File: src/rtl/sa_feeder.sv
// Input staging for the 3x3 systolic array: weight preload, diagonally skewed activations, drain/done.
// Optional SA_FEEDER_BEAT_CNT_EN adds a saturating 16-bit accepted-activation counter (beat_cnt).
module sa_feeder #(
   parameter int unsigned DW        = 8,
   parameter int unsigned NVEC      = 3,
   parameter int unsigned ARRAY_LAT = 3
) (
   input  logic            clk,
   input  logic            rst,
   input  logic            start,
   input  logic            in_valid,
   input  logic [3*DW-1:0] in_data,
   output logic            in_ready,
   output logic [DW-1:0]   a_out_1,
   output logic [DW-1:0]   a_out_2,
   output logic [DW-1:0]   a_out_3,
   output logic [DW-1:0]   b_out_1,
   output logic [DW-1:0]   b_out_2,
   output logic [DW-1:0]   b_out_3,
   output logic            b_en,
   output logic            busy,
`ifdef SA_FEEDER_BEAT_CNT_EN
   output logic [15:0]     beat_cnt,
`endif
   output logic            done
);

   localparam int unsigned DRAIN_CYC = 2 + ARRAY_LAT;
   localparam int unsigned DCW       = (DRAIN_CYC > 1) ? $clog2(DRAIN_CYC) : 1;

   typedef enum logic [2:0] {
      S_IDLE,
      S_LOAD_B,
      S_STREAM,
      S_DRAIN,
      S_DONE
   } state_t;

   state_t         state;
   state_t         state_nxt;
   logic [1:0]     wcnt;
   logic [7:0]     acnt;
   logic [DCW-1:0] dcnt;
   logic           accept;
   logic           wt_acc;
   logic           act_acc;
   logic           enter_load;
   logic           in_ready_nxt;
   logic           busy_nxt;
   logic           done_nxt;
   logic [DW-1:0]  a2_s;
   logic [DW-1:0]  a3_s0;
   logic [DW-1:0]  a3_s1;

   assign accept     = in_valid & in_ready;
   assign wt_acc     = accept & (state == S_LOAD_B);
   assign act_acc    = accept & (state == S_STREAM);
   assign enter_load = (state_nxt == S_LOAD_B) && (state != S_LOAD_B);

   // State register
   always_ff @(posedge clk or negedge rst) begin
      if (!rst) state <= S_IDLE;
      else      state <= state_nxt;
   end

   // Next-state logic
   always_comb begin
      state_nxt = state;
      unique case (state)
         S_IDLE:   if (start) state_nxt = S_LOAD_B;
         S_LOAD_B: if (wt_acc && (wcnt == 2'd2)) state_nxt = S_STREAM;
         S_STREAM: if (act_acc && (acnt == 8'(NVEC - 1))) state_nxt = S_DRAIN;
         S_DRAIN:  if (dcnt == DCW'(DRAIN_CYC - 1)) state_nxt = S_DONE;
         S_DONE:   state_nxt = start ? S_LOAD_B : S_IDLE;
         default:  state_nxt = S_IDLE;
      endcase
   end

   // Status outputs are decoded from the upcoming state so they can be registered
   always_comb begin
      in_ready_nxt = 1'b0;
      busy_nxt     = 1'b0;
      done_nxt     = 1'b0;
      unique case (state_nxt)
         S_LOAD_B, S_STREAM: begin
            in_ready_nxt = 1'b1;
            busy_nxt     = 1'b1;
         end
         S_DRAIN: busy_nxt = 1'b1;
         S_DONE:  done_nxt = 1'b1;
         default: ;
      endcase
   end

   always_ff @(posedge clk or negedge rst) begin
      if (!rst) begin
         in_ready <= 1'b0;
         busy     <= 1'b0;
         done     <= 1'b0;
      end else begin
         in_ready <= in_ready_nxt;
         busy     <= busy_nxt;
         done     <= done_nxt;
      end
   end

   // Tile counters, cleared whenever a new tile begins
   always_ff @(posedge clk or negedge rst) begin
      if (!rst) begin
         wcnt <= '0;
         acnt <= '0;
         dcnt <= '0;
      end else if (enter_load) begin
         wcnt <= '0;
         acnt <= '0;
         dcnt <= '0;
      end else begin
         if (wt_acc)              wcnt <= wcnt + 2'd1;
         if (act_acc)             acnt <= acnt + 8'd1;
         if (state == S_DRAIN)    dcnt <= dcnt + DCW'(1);
      end
   end

   // Weights pass straight through for one cycle; zero otherwise
   always_ff @(posedge clk or negedge rst) begin
      if (!rst) begin
         b_en    <= 1'b0;
         b_out_1 <= '0;
         b_out_2 <= '0;
         b_out_3 <= '0;
      end else begin
         b_en    <= wt_acc;
         b_out_1 <= wt_acc ? in_data[DW-1:0]      : '0;
         b_out_2 <= wt_acc ? in_data[2*DW-1:DW]   : '0;
         b_out_3 <= wt_acc ? in_data[3*DW-1:2*DW] : '0;
      end
   end

   // Free-running skew chain: lane k sees its data k cycles after acceptance
   always_ff @(posedge clk or negedge rst) begin
      if (!rst) begin
         a_out_1 <= '0;
         a2_s    <= '0;
         a_out_2 <= '0;
         a3_s0   <= '0;
         a3_s1   <= '0;
         a_out_3 <= '0;
      end else begin
         a_out_1 <= act_acc ? in_data[DW-1:0]      : '0;
         a2_s    <= act_acc ? in_data[2*DW-1:DW]   : '0;
         a_out_2 <= a2_s;
         a3_s0   <= act_acc ? in_data[3*DW-1:2*DW] : '0;
         a3_s1   <= a3_s0;
         a_out_3 <= a3_s1;
      end
   end

`ifdef SA_FEEDER_BEAT_CNT_EN
   // Lifetime activation count, saturating, cleared only by reset
   always_ff @(posedge clk or negedge rst) begin
      if (!rst)                               beat_cnt <= '0;
      else if (act_acc && (beat_cnt != 16'hFFFF)) beat_cnt <= beat_cnt + 16'd1;
   end
`endif

endmodule

File: config.mk
export PLATFORM = sky130hd
export DESIGN_NAME = sa_feeder
export DESIGN_NICKNAME = d
export VERILOG_FILES = /design/src/rtl/sa_feeder.sv
export SDC_FILE = /design/constraint.sdc
export NUM_CORES = 1
export LEC_CHECK = 0
export ABC_AREA = 1
export BUFFER_PORTS_ARGS = -buffer_cell sky130_fd_sc_hd__buf_2
export CAP_MARGIN = 5
export CORE_MARGIN = 1.5
export CORE_UTILIZATION = 55
export CTS_BUF_LIST = sky130_fd_sc_hd__clkbuf_4
export DETAILED_ROUTE_END_ITERATION = 12
export PLACE_DENSITY = 0.83
export SETUP_SLACK_MARGIN = 0.4
export SYNTH_ARGS = -nofsm -noshare
export SYNTH_HDL_FRONTEND = slang
export SYNTH_SLANG_ARGS = --single-unit
File: constraint.sdc
create_clock -name clk -period 1.3 [get_ports clk]
set_input_delay 0.195 -clock clk [delete_from_list [all_inputs] [get_ports clk]]
set_output_delay 0.195 -clock clk [all_outputs]
set_load 0.02 [all_outputs]
; ---- Yosys cells after proc, flatten, opt, wreduce, memory -nomap -nowiden
; Index checks and enable logic that the tools add are counted.
[classes]
add_sub_neg = 3
n_eq_ne = 12
muxes = 21
n_bitwise = 3
reduce_logical = 9
[ops]
columns = cell, count
row1 = 8-bit 2-to-1 mux, 8
row2 = 3-bit 2-to-1 mux, 6
row3 = 3-bit case mux with 5 select lines, 1
row4 = 3-bit by 2-bit equality test with 1-bit output (second input constant), 4
row5 = 3-bit equality test (second input constant), 3
row6 = 8-bit by 1-bit adder with 8-bit output (second input constant), 1
row7 = 8-bit by 2-bit equality test with 1-bit output (second input constant), 1
row8 = 3-bit by 1-bit equality test with 1-bit output (second input constant), 2
row9 = 2-bit nonzero test, 3
row10 = 1-bit 2-to-1 mux, 4
row11 = 2-bit 2-to-1 mux, 2
row12 = 3-bit by 1-bit adder with 3-bit output (second input constant), 1
row13 = 1-bit bitwise AND, 3
row14 = 1-bit logical AND, 3
row15 = 3-bit logical NOT, 1
row16 = 3-bit by 1-bit inequality test with 1-bit output (second input constant), 1
row17 = 3-bit OR reduction, 1
row18 = 2-bit by 1-bit adder with 2-bit output (second input constant), 1
row19 = 2-bit equality test (second input constant), 1
row20 = 2-bit OR reduction, 1
[word_totals]
regBits = 92
input_bits = 28
output_inout_bits = 52
elab_cells = 65

; ---- Longest topological paths before layout
; Gate-level depths: netlist of the first run.
[logic_depth]
word_depth = 8
ltp_mapped = 10

; ---- Worst setup path before layout of the first run
; Ideal clock, no wire load.
[synth_path]
path_kind = flip-flop to flip-flop
start = register in_ready
end = register acnt[1]
setup_ns = 0.126
arrival_time_ns = 1.131
t_required_ns = 1.174
slack_ns = 0.043
stages_incl_launch_ff = 8
n_path_buf = 0
synth_period_minus_slack_ns = 1.257
cell_sequence = dfrtp_1 > nand2_2 > nor2_2 > nand3_2 > nand2_2 > inv_1 > nand2_1 > o21ai_0
[synth_via]
elab_chain_len = 8
elab_cells_between_ends = 12
cone_classes = 1 x eq/ne / 4 x mux / 3 x bitwise / 4 x reduce/logical
[synth_lines]
columns = element, line
row1 = "start, declared", 13  ; output logic in_ready,
row2 = "start signal, assigned", 101  ; in_ready <= in_ready_nxt;
row3 = 1-bit bitwise AND *, 55  ; assign accept = in_valid & in_ready;
row4 = 1-bit bitwise AND (on tied branches), "57, 56"
row5 = 1-bit logical AND (on tied branches), "72, 71"
row6 = 3-bit 2-to-1 mux (on tied branches), "72, 71"
row7 = 3-bit case mux with 5 select lines, 69  ; unique case (state)
row8 = 3-bit by 1-bit equality test with 1-bit output, 58  ; assign enter_load = (state_nxt == S_LOAD_B) && (state != S_LOAD_B);
row9 = 1-bit logical AND, 58
row10 = 8-bit 2-to-1 mux or 2-bit nonzero test (tied branches), -
row11 = "end signal, assigned", 119  ; if (act_acc) acnt <= acnt + 8'd1;
row12 = "end, declared", 42  ; logic [7:0] acnt;
; Every way passes the cells marked *; elsewhere a longest branch is shown, timed or not.
; A chain may end at the register's enable or synchronous reset.

; ---- Worst setup path in the final report of the first run
[layout_path]
start = register dcnt[1]
end = register in_ready
[layout_via]
elab_chain_len = 6
elab_cells_between_ends = 7
cone_classes = 3 x eq/ne / 3 x mux / 1 x reduce/logical
[layout_lines]
columns = element, line
row1 = "start, declared", 43  ; logic [DCW-1:0] dcnt;
row2 = "start signal, assigned", 120  ; if (state == S_DRAIN) dcnt <= dcnt + DCW'(1);
row3 = 3-bit equality test *, 73  ; S_DRAIN: if (dcnt == DCW'(DRAIN_CYC - 1)) state_nxt = S_DONE;
row4 = 3-bit 2-to-1 mux *, 73
row5 = 3-bit case mux with 5 select lines *, 69
row6 = net state_nxt[0], 40  ; state_t state_nxt;
row7 = 3-bit by 1-bit equality test with 1-bit output or 3-bit by 2-bit equality test with 1-bit output (tied branches), 84  ; unique case (state_nxt)
row8 = 2-bit OR reduction *, 84
row9 = 1-bit 2-to-1 mux *, 84
row10 = net in_ready_nxt, 48  ; logic in_ready_nxt;
; The timed path passes the listed nets; every way through them passes the cells marked *.

==> metrics.txt, run 1 <==
status finished with violations; failing checks setup timing; Max Cap Viol 0; worst setup margin -0.233 ns; setup violators final 12; sequential share of the synthesized area 0.703; YS warnings 0; crit share post-route 1.18; port buffer count 79; DR DRC count 0; Relative slew margins 0.705; antenna violations before repair 0; cell taking the most area after synthesis dfrtp_1; unrepaired setup endpoints after global routing true; total clock buffers created by CTS 9; Max VDD drop 1550 uV; Hold Path End a2_s[3]$_DFF_PN0_; worst r2r path cells 9; Max Buffers Root-to-Sink 2; Root Driver clkbuf_4; Final Max Tran Viols 0; CP startpoint kind register; CORE AREA 5640 um2; Worst-Margin Slew 0.442 ns; WL/cell 24.2 um; syn_nets 332; diode count 0; critical path required time 1.61 ns; Mapped Cells 299; Hold Path Class in -> reg; wire length of the first global-routing pass 14400 um; total negative slack -1.41 ns; Most used DFF post-synth dfrtp_1; clock slew at reported path FFs 0.16 ns; Reg-to-Reg Start dcnt[1]$_DFFE_PN0P_; Power Density 1630 nW/um2; CTS tree done; Area Growth Syn to Fin 61.4%; H-Tree Depth 3; Hold Crit Start in_data[11]; leakage dissipation 2.72 nW; crit end category register; RR Endpoint in_ready$_DFF_PN0_; RD Place Congestion 0.922; clock latency at the later pin of the worst-skew pair 0.45 ns; effective utilization at floorplan 0.581; share of the synthesized area in the top cell type 0.703; FF-to-FF setup slack -0.23 ns; EDFF count, synth 0; fmax 0.652 GHz; min cycle time layout 1.53 ns; vias in the first global route 2865; largest net degree at the start of global routing 33; worst-path fanout max 3; skew final 0.0325 ns; Nets 476; Distinct cells, synth 21; commonest cells in the synthesized netlist dfrtp_1 (92), nor2_1 (64), inv_1 (44); via density per instance 5.95; Async S/R FF share, synth 1.00; final hold vios 0; synthesized area per cell 11.0 um2; antenna-violating nets left 0; Pwr Total 0.00861 W; die area 6430 um2; WS Path Type reg -> reg; Rows 27; Remaining Overflow, GRT 0; Total GRT Usage 0.312; Hold Path Depth 3; Syn Std Cell Area 3280 um2; Die Span X 80.2 um; share of cells above drive strength 1 0.525; dpl ws -0.0233 ns; Seq cells post-synth 92; routed wire length 12600 um; drt pass-1 iters 5; Worst Path Arrival 1.85 ns; Synth area leaders dfrtp_1 (70%), nor2_1 (7.3%), inv_1 (5.0%), nand2_1 (3.8%), nand3_1 (2.0%); I/O Pins 80; initial drt markers 475; via count 3093; Die Ht 80.2 um; dpl hpwl 4450 um; clk sinks 92; count leader, synth dfrtp_1
-- worst max-delay path, cell delays in order (launching register included) --
cell and delay [ns]:
dfrtp_1 0.43, inv_2 0.10, ha_4 0.15, nand2_4 0.06
nand4_1 0.13, nand2_1 0.10, inv_1 0.07, nand4_1 0.15
nand2_1 0.15, nand2_1 0.08
-- worst max-delay path by stage --
| stage | endpoint | slack (ns) | from | cells past startpoint |
|---|---|---|---|---|
| after floorplan | acnt[1]$_DFFE_PN0P_ | 0.15 | in_ready$_DFF_PN0_ | 7 |
| after global placement | in_ready$_DFF_PN0_ | 0.06 | state[2]$_DFF_PN0_ | 8 |
| after detailed placement | acnt[6]$_DFFE_PN0P_ | -0.02 | state[1]$_DFF_PN0_ | 6 |
| after CTS | in_ready$_DFF_PN0_ | 0.08 | dcnt[0]$_DFFE_PN0P_ | 9 |
| after global routing | dcnt[2]$_DFFE_PN0P_ | -0.24 | state[1]$_DFF_PN0_ | 6 |
| final | in_ready$_DFF_PN0_ | -0.23 | dcnt[1]$_DFFE_PN0P_ | 9 |
-- timing repair --
| action | 4_1_cts | 5_1_grt |
|---|---|---|
| hold buffers | 13 | 1 |
| cloned | 0 | 4 |
| gates resized for setup | 153 | 87 |
| endpoints found under the hold margin | 50 | 2 |
| setup buffers | 16 | 14 |
| pin swaps | 13 | 14 |
| endpoints found under the setup margin | 120 | 120 |
-- sequential cells by signal (all words and copies together), names as in the netlist --
| name | count |
|---|---|
| a2_s | 8 |
| a3_s0 | 8 |
| a3_s1 | 8 |
| a_out_1 | 8 |
| a_out_2 | 8 |
| a_out_3 | 8 |
| acnt | 8 |
| b_out_1 | 8 |
| b_out_2 | 8 |
| b_out_3 | 8 |
| dcnt | 3 |
| state | 3 |
| wcnt | 2 |
| b_en | 1 |
| busy | 1 |
| done | 1 |
| in_ready | 1 |
-- kinds of logic (layout without fill, tap and decap cells) --
family | after synthesis | count (layout) | share of synthesized area
AO/OA/AOI/OAI | 12 | 12 | 0.0183
adder cells (fa/ha/maj) | 5 | 5 | 0.0191
buffers and inverters | 55 | 204 | 0.0718
flip-flops | 92 | 92 | 0.703
AND/OR/NAND/NOR | 135 | 135 | 0.188
-- layer usage --
metal / global-route usage / vias to the layer above / part of all wire / wire, um
met5: 0 / - / 0 / 0
met4: 0.183 / 0 / 0.079 / 993
met3: 0.0875 / 112 / 0.10 / 1260
met2: 0.543 / 299 / 0.49 / 6140
met1: 0.338 / 1476 / 0.33 / 4200
li1: - / 1206 / - / -
-- cell type report --
class / count / area [um2]
clock buffers: 10 / 75.1
clock inverters: 6 / 63.8
fillers: 136 / 355
inverters: 49 / 199
multi-input cells: 152 / 1170
flip-flops and latches: 92 / 2310
well taps: 72 / 90.1
repair buffers: 139 / 1380
-- power breakdown --
part           switching [W]  internal, W
Clock                0.00105     0.000610
Combinational        0.00184      0.00155
Sequential          0.000349      0.00321
Total                0.00324      0.00537
-- through the flow --
| stage | hold WS, ns | cell area (um2) | instances | util |
|---|---|---|---|---|
| after floorplan | -0.101 | 3320 | 299 | - |
| after global routing | 0.0194 | 5290 | 520 | 0.937 |
| after CTS | 0.00168 | 4760 | 501 | 0.843 |
| after global placement | 0.150 | 3880 | 456 | 0.689 |
| final | 0.0246 | 5290 | 520 | 0.937 |
| after detailed placement | 0.154 | 3880 | 456 | 0.689 |
-- cells in the final DEF, fill, tap and decap left out, types with 10 or more instances in the layout --
cell	n
nand2_1	25
dfrtp_1	84
clkbuf_4	10
buf_6	61
inv_1	36
buf_4	28
nor2_4	29
buf_2	26
dlygate4sd3_1	14
nor2_1	24
nor2_2	14
Power figures use the tool's default switching activity.
==> run 2: changes to the inputs <==
ABC_AREA = not set   (was 1)
CORE_UTILIZATION = 54   (was 55)
PLACE_DENSITY = 0.82   (was 0.83)
==> run 2 against run 1 <==
Effect of this change:
- the run still ends with setup timing left
- first-iteration DRC count fell by 65%
- non-clock buffer count down 1
- synthesized area fell by 1.2%
- wire length fell by 11%
- sequential share of layout area increased by 0.89 points
- clock skew down 0.014 ns
- register-to-register slack worse by 0.12 ns
- highest routed layer unchanged
==> metrics.txt, run 2 <==
leakage dissipation 2.56 nW (-6.2%); wire length of the first global-routing pass 15000 um (+4.3%); YS warnings 0 (unchanged); EDFF count, synth 0 (unchanged); final hold slack 0.0121 ns (-0.0125 ns); Rows 28 (+3.7%); Max VDD drop 1420 uV (-8.3%); port buffer count 79 (unchanged); synthesized area per cell 13.6 um2 (+24%); Die Span X 80.4 um (+0.31%); syn_nets 271 (-18%); Sw Share 0.362 (-0.0146); dpl hpwl 4720 um (+6.2%); initial drt markers 166 (-65%); clock slew at reported path FFs 0.15 ns (about the same); total negative slack -8.28 ns (-6.87 ns); count leader, synth dfrtp_1; antenna-violating nets left 0 (unchanged); Power Internal 0.00586 W (+9.2%); min cycle time layout 1.65 ns (+0.117 ns); most common cell after layout, fill and taps aside dfrtp_1; share of the synthesized area in the top cell type 0.711 (+0.00842); final instance area 5160 um2 (-2.4%); fmax 0.606 GHz (-7.1%); Final Max Tran Viols 0 (unchanged); Total GRT Usage 0.327 (+0.0148); H-Tree Depth 3 (unchanged); unrepaired setup endpoints after global routing true; final hold vios 0 (unchanged); Most used DFF post-synth dfrtp_1; Psw 0.00332 W (+2.5%); Gate power share 0.428 (+0.034); WS Path Type reg -> reg; clk sinks 92 (unchanged); commonest cells in the synthesized netlist dfrtp_1 (92), and2_1 (24), and3_1 (24); Seq cells post-synth 92 (unchanged); Remaining Overflow, GRT 0 (unchanged); vias in the first global route 2778 (-3.0%); largest net degree at the start of global routing 33 (unchanged); crit share post-route 1.27 (+0.0900); Syn Std Cell Area 3240 um2 (-1.2%); CORE AREA 5850 um2 (+3.7%); Placed Area 3980 um2 (+2.4%); status finished with violations; Hold Path Class in -> reg; Area Growth Syn to Fin 59.5%; Relative slew margins 0.716 (+0.0109); CTS tree done; Clk network pwr share 0.182 (-0.010); total clock buffers created by CTS 9 (unchanged); via density per instance 5.75 (-3.3%); sequential power share 0.390 (-0.023); setup violators final 62 (+50); diode count 0 (unchanged); failing checks setup timing; WL/cell 24.7 um (+1.9%); die area 6470 um2 (+0.61%); DR DRC count 0 (unchanged); most frequent cells in the layout dfrtp_1 (91), buf_6 (63), buf_2 (26); Distinct cells, synth 37 (+76%); share of cells above drive strength 1 0.537 (+0.0123); Die Ht 80.4 um (+0.31%); clock latency at the later pin of the worst-skew pair 0.44 ns (about the same); cell taking the most area after synthesis dfrtp_1; routed wire length 11200 um (-11%); Final Util 0.882 (-0.0549); CP startpoint kind register; RD Place Congestion 0.908 (-1.5%); via count 2617 (-15%); effective utilization at floorplan 0.553 (-0.0274); sequential share of the synthesized area 0.711 (+0.00842); antenna violations before repair 0 (unchanged); worst-path fanout max 6 (+3); critical path required time 1.65 ns (+0.04 ns); I/O Pins 80 (unchanged); Mapped Cells 238 (-20%); Power Density 1780 nW/um2 (+9.3%); Max Buffers Root-to-Sink 2 (unchanged); Root Driver clkbuf_4; Pwr Total 0.00918 W (+6.7%); Synth area leaders dfrtp_1 (71%), and2_1 (4.6%), and3_1 (4.6%), ha_1 (1.9%), a21oi_1 (1.9%); crit end category register; Worst-Margin Slew 0.426 ns (-0.0163 ns); Async S/R FF share, synth 1.00 (unchanged); Max Cap Viol 0 (unchanged); Worst Path Arrival 2.00 ns (+0.15 ns); Nets 408 (-14%); worst setup margin -0.350 ns (-0.117 ns); skew final 0.0181 ns (-0.0144 ns); drt pass-1 iters 4 (-1)
run 2: cell count changes in the layout (fill, tap and decap cells not counted), sizes merged, moves of 13 or more:
| cell | before | now |
|---|---|---|
| nand2 | 35 | 8 |
| and3 | 0 | 24 |
| and2 | 0 | 24 |
| nor2 | 67 | 6 |
| inv | 49 | 7 |
| nand3 | 18 | 5 |
run 2: layer usage:
layer / wire length (um) / global-route usage / vias up
met3: 651 / 0.0511 / 42
li1: - / - / 1090
met2: 5780 / 0.565 / 141
met4: 462 / 0.131 / 0
met1: 4330 / 0.411 / 1344
met5: 0 / 0 / -
run 2: cell families (layout without fill, tap and decap cells):
family / Yosys count / after routing / share of synthesized area
mux: 4 / 4 / 0.0124
flops: 92 / 92 / 0.711
simple gates: 94 / 94 / 0.184
buf+inv: 18 / 160 / 0.0274
fa+ha+maj: 5 / 5 / 0.0193
compound gates: 25 / 25 / 0.0456
run 2: final timing paths:
check | from | endpoint | slack, ns | cells after the start
min in group asynchronous | rst | a_out_3[0]$_DFF_PN0_ | 0.21 | 2
max in group asynchronous | rst | b_out_1[5]$_DFF_PN0_ | 0.54 | 3
worst max register to register | acnt[2]$_DFFE_PN0P_ | acnt[3]$_DFFE_PN0P_ | -0.35 | 3
worst min register to register | a2_s[2]$_DFF_PN0_ | a_out_2[2]$_DFF_PN0_ | 0.37 | 0
worst min-delay path | in_data[13] | b_out_2[5]$_DFF_PN0_ | 0.01 | 2
worst max-delay path | acnt[2]$_DFFE_PN0P_ | acnt[3]$_DFFE_PN0P_ | -0.35 | 3
run 2: per-stage QoR:
| stage | setup WS (ns) | cells |
|---|---|---|
| CTS | -0.188 | 451 |
| detailed placement | -0.209 | 405 |
| global route | -0.354 | 455 |
| global placement | -0.123 | 405 |
| floorplan | -0.117 | 238 |
| finish | -0.350 | 455 |
run 2: area by class of cell:
type / count / area (um2)
Sequential cell: 92 / 2300
Clock buffer: 11 / 82.6
Fill cell: 210 / 689
Inverter: 6 / 22.5
Multi-Input combinational cell: 128 / 1190
Clock inverter: 5 / 61.3
Timing Repair Buffer: 138 / 1410
Tap cell: 75 / 93.8
run 2: what timing repair did:
action / 4_1_cts / 5_1_grt
resized for setup: 143 / 46
buffers inserted: 6 / 2
hold endpoints to repair: 56 / 1
setup endpoints to repair: 120 / 120
pin swaps: 15 / 22
hold buffers: 20 / 1
gates cloned: 4 / 1
run 2: worst max-delay path: stages, from the launching register on:
cell	delay [ns]
dfrtp_1	0.55
nand3_1	0.26
or4_1	0.53
a21oi_1	0.22
run 2: power groups by stage:
stage          clock network (W)  registers, W  logic [W]
2_1_floorplan                  0       0.00374    0.00127
3_3_place_gp                   0       0.00348    0.00220
3_5_place_dp                   0       0.00352    0.00232
4_1_cts                  0.00160       0.00351    0.00334
5_1_grt                  0.00180       0.00360    0.00408
6_report                 0.00167       0.00358    0.00393
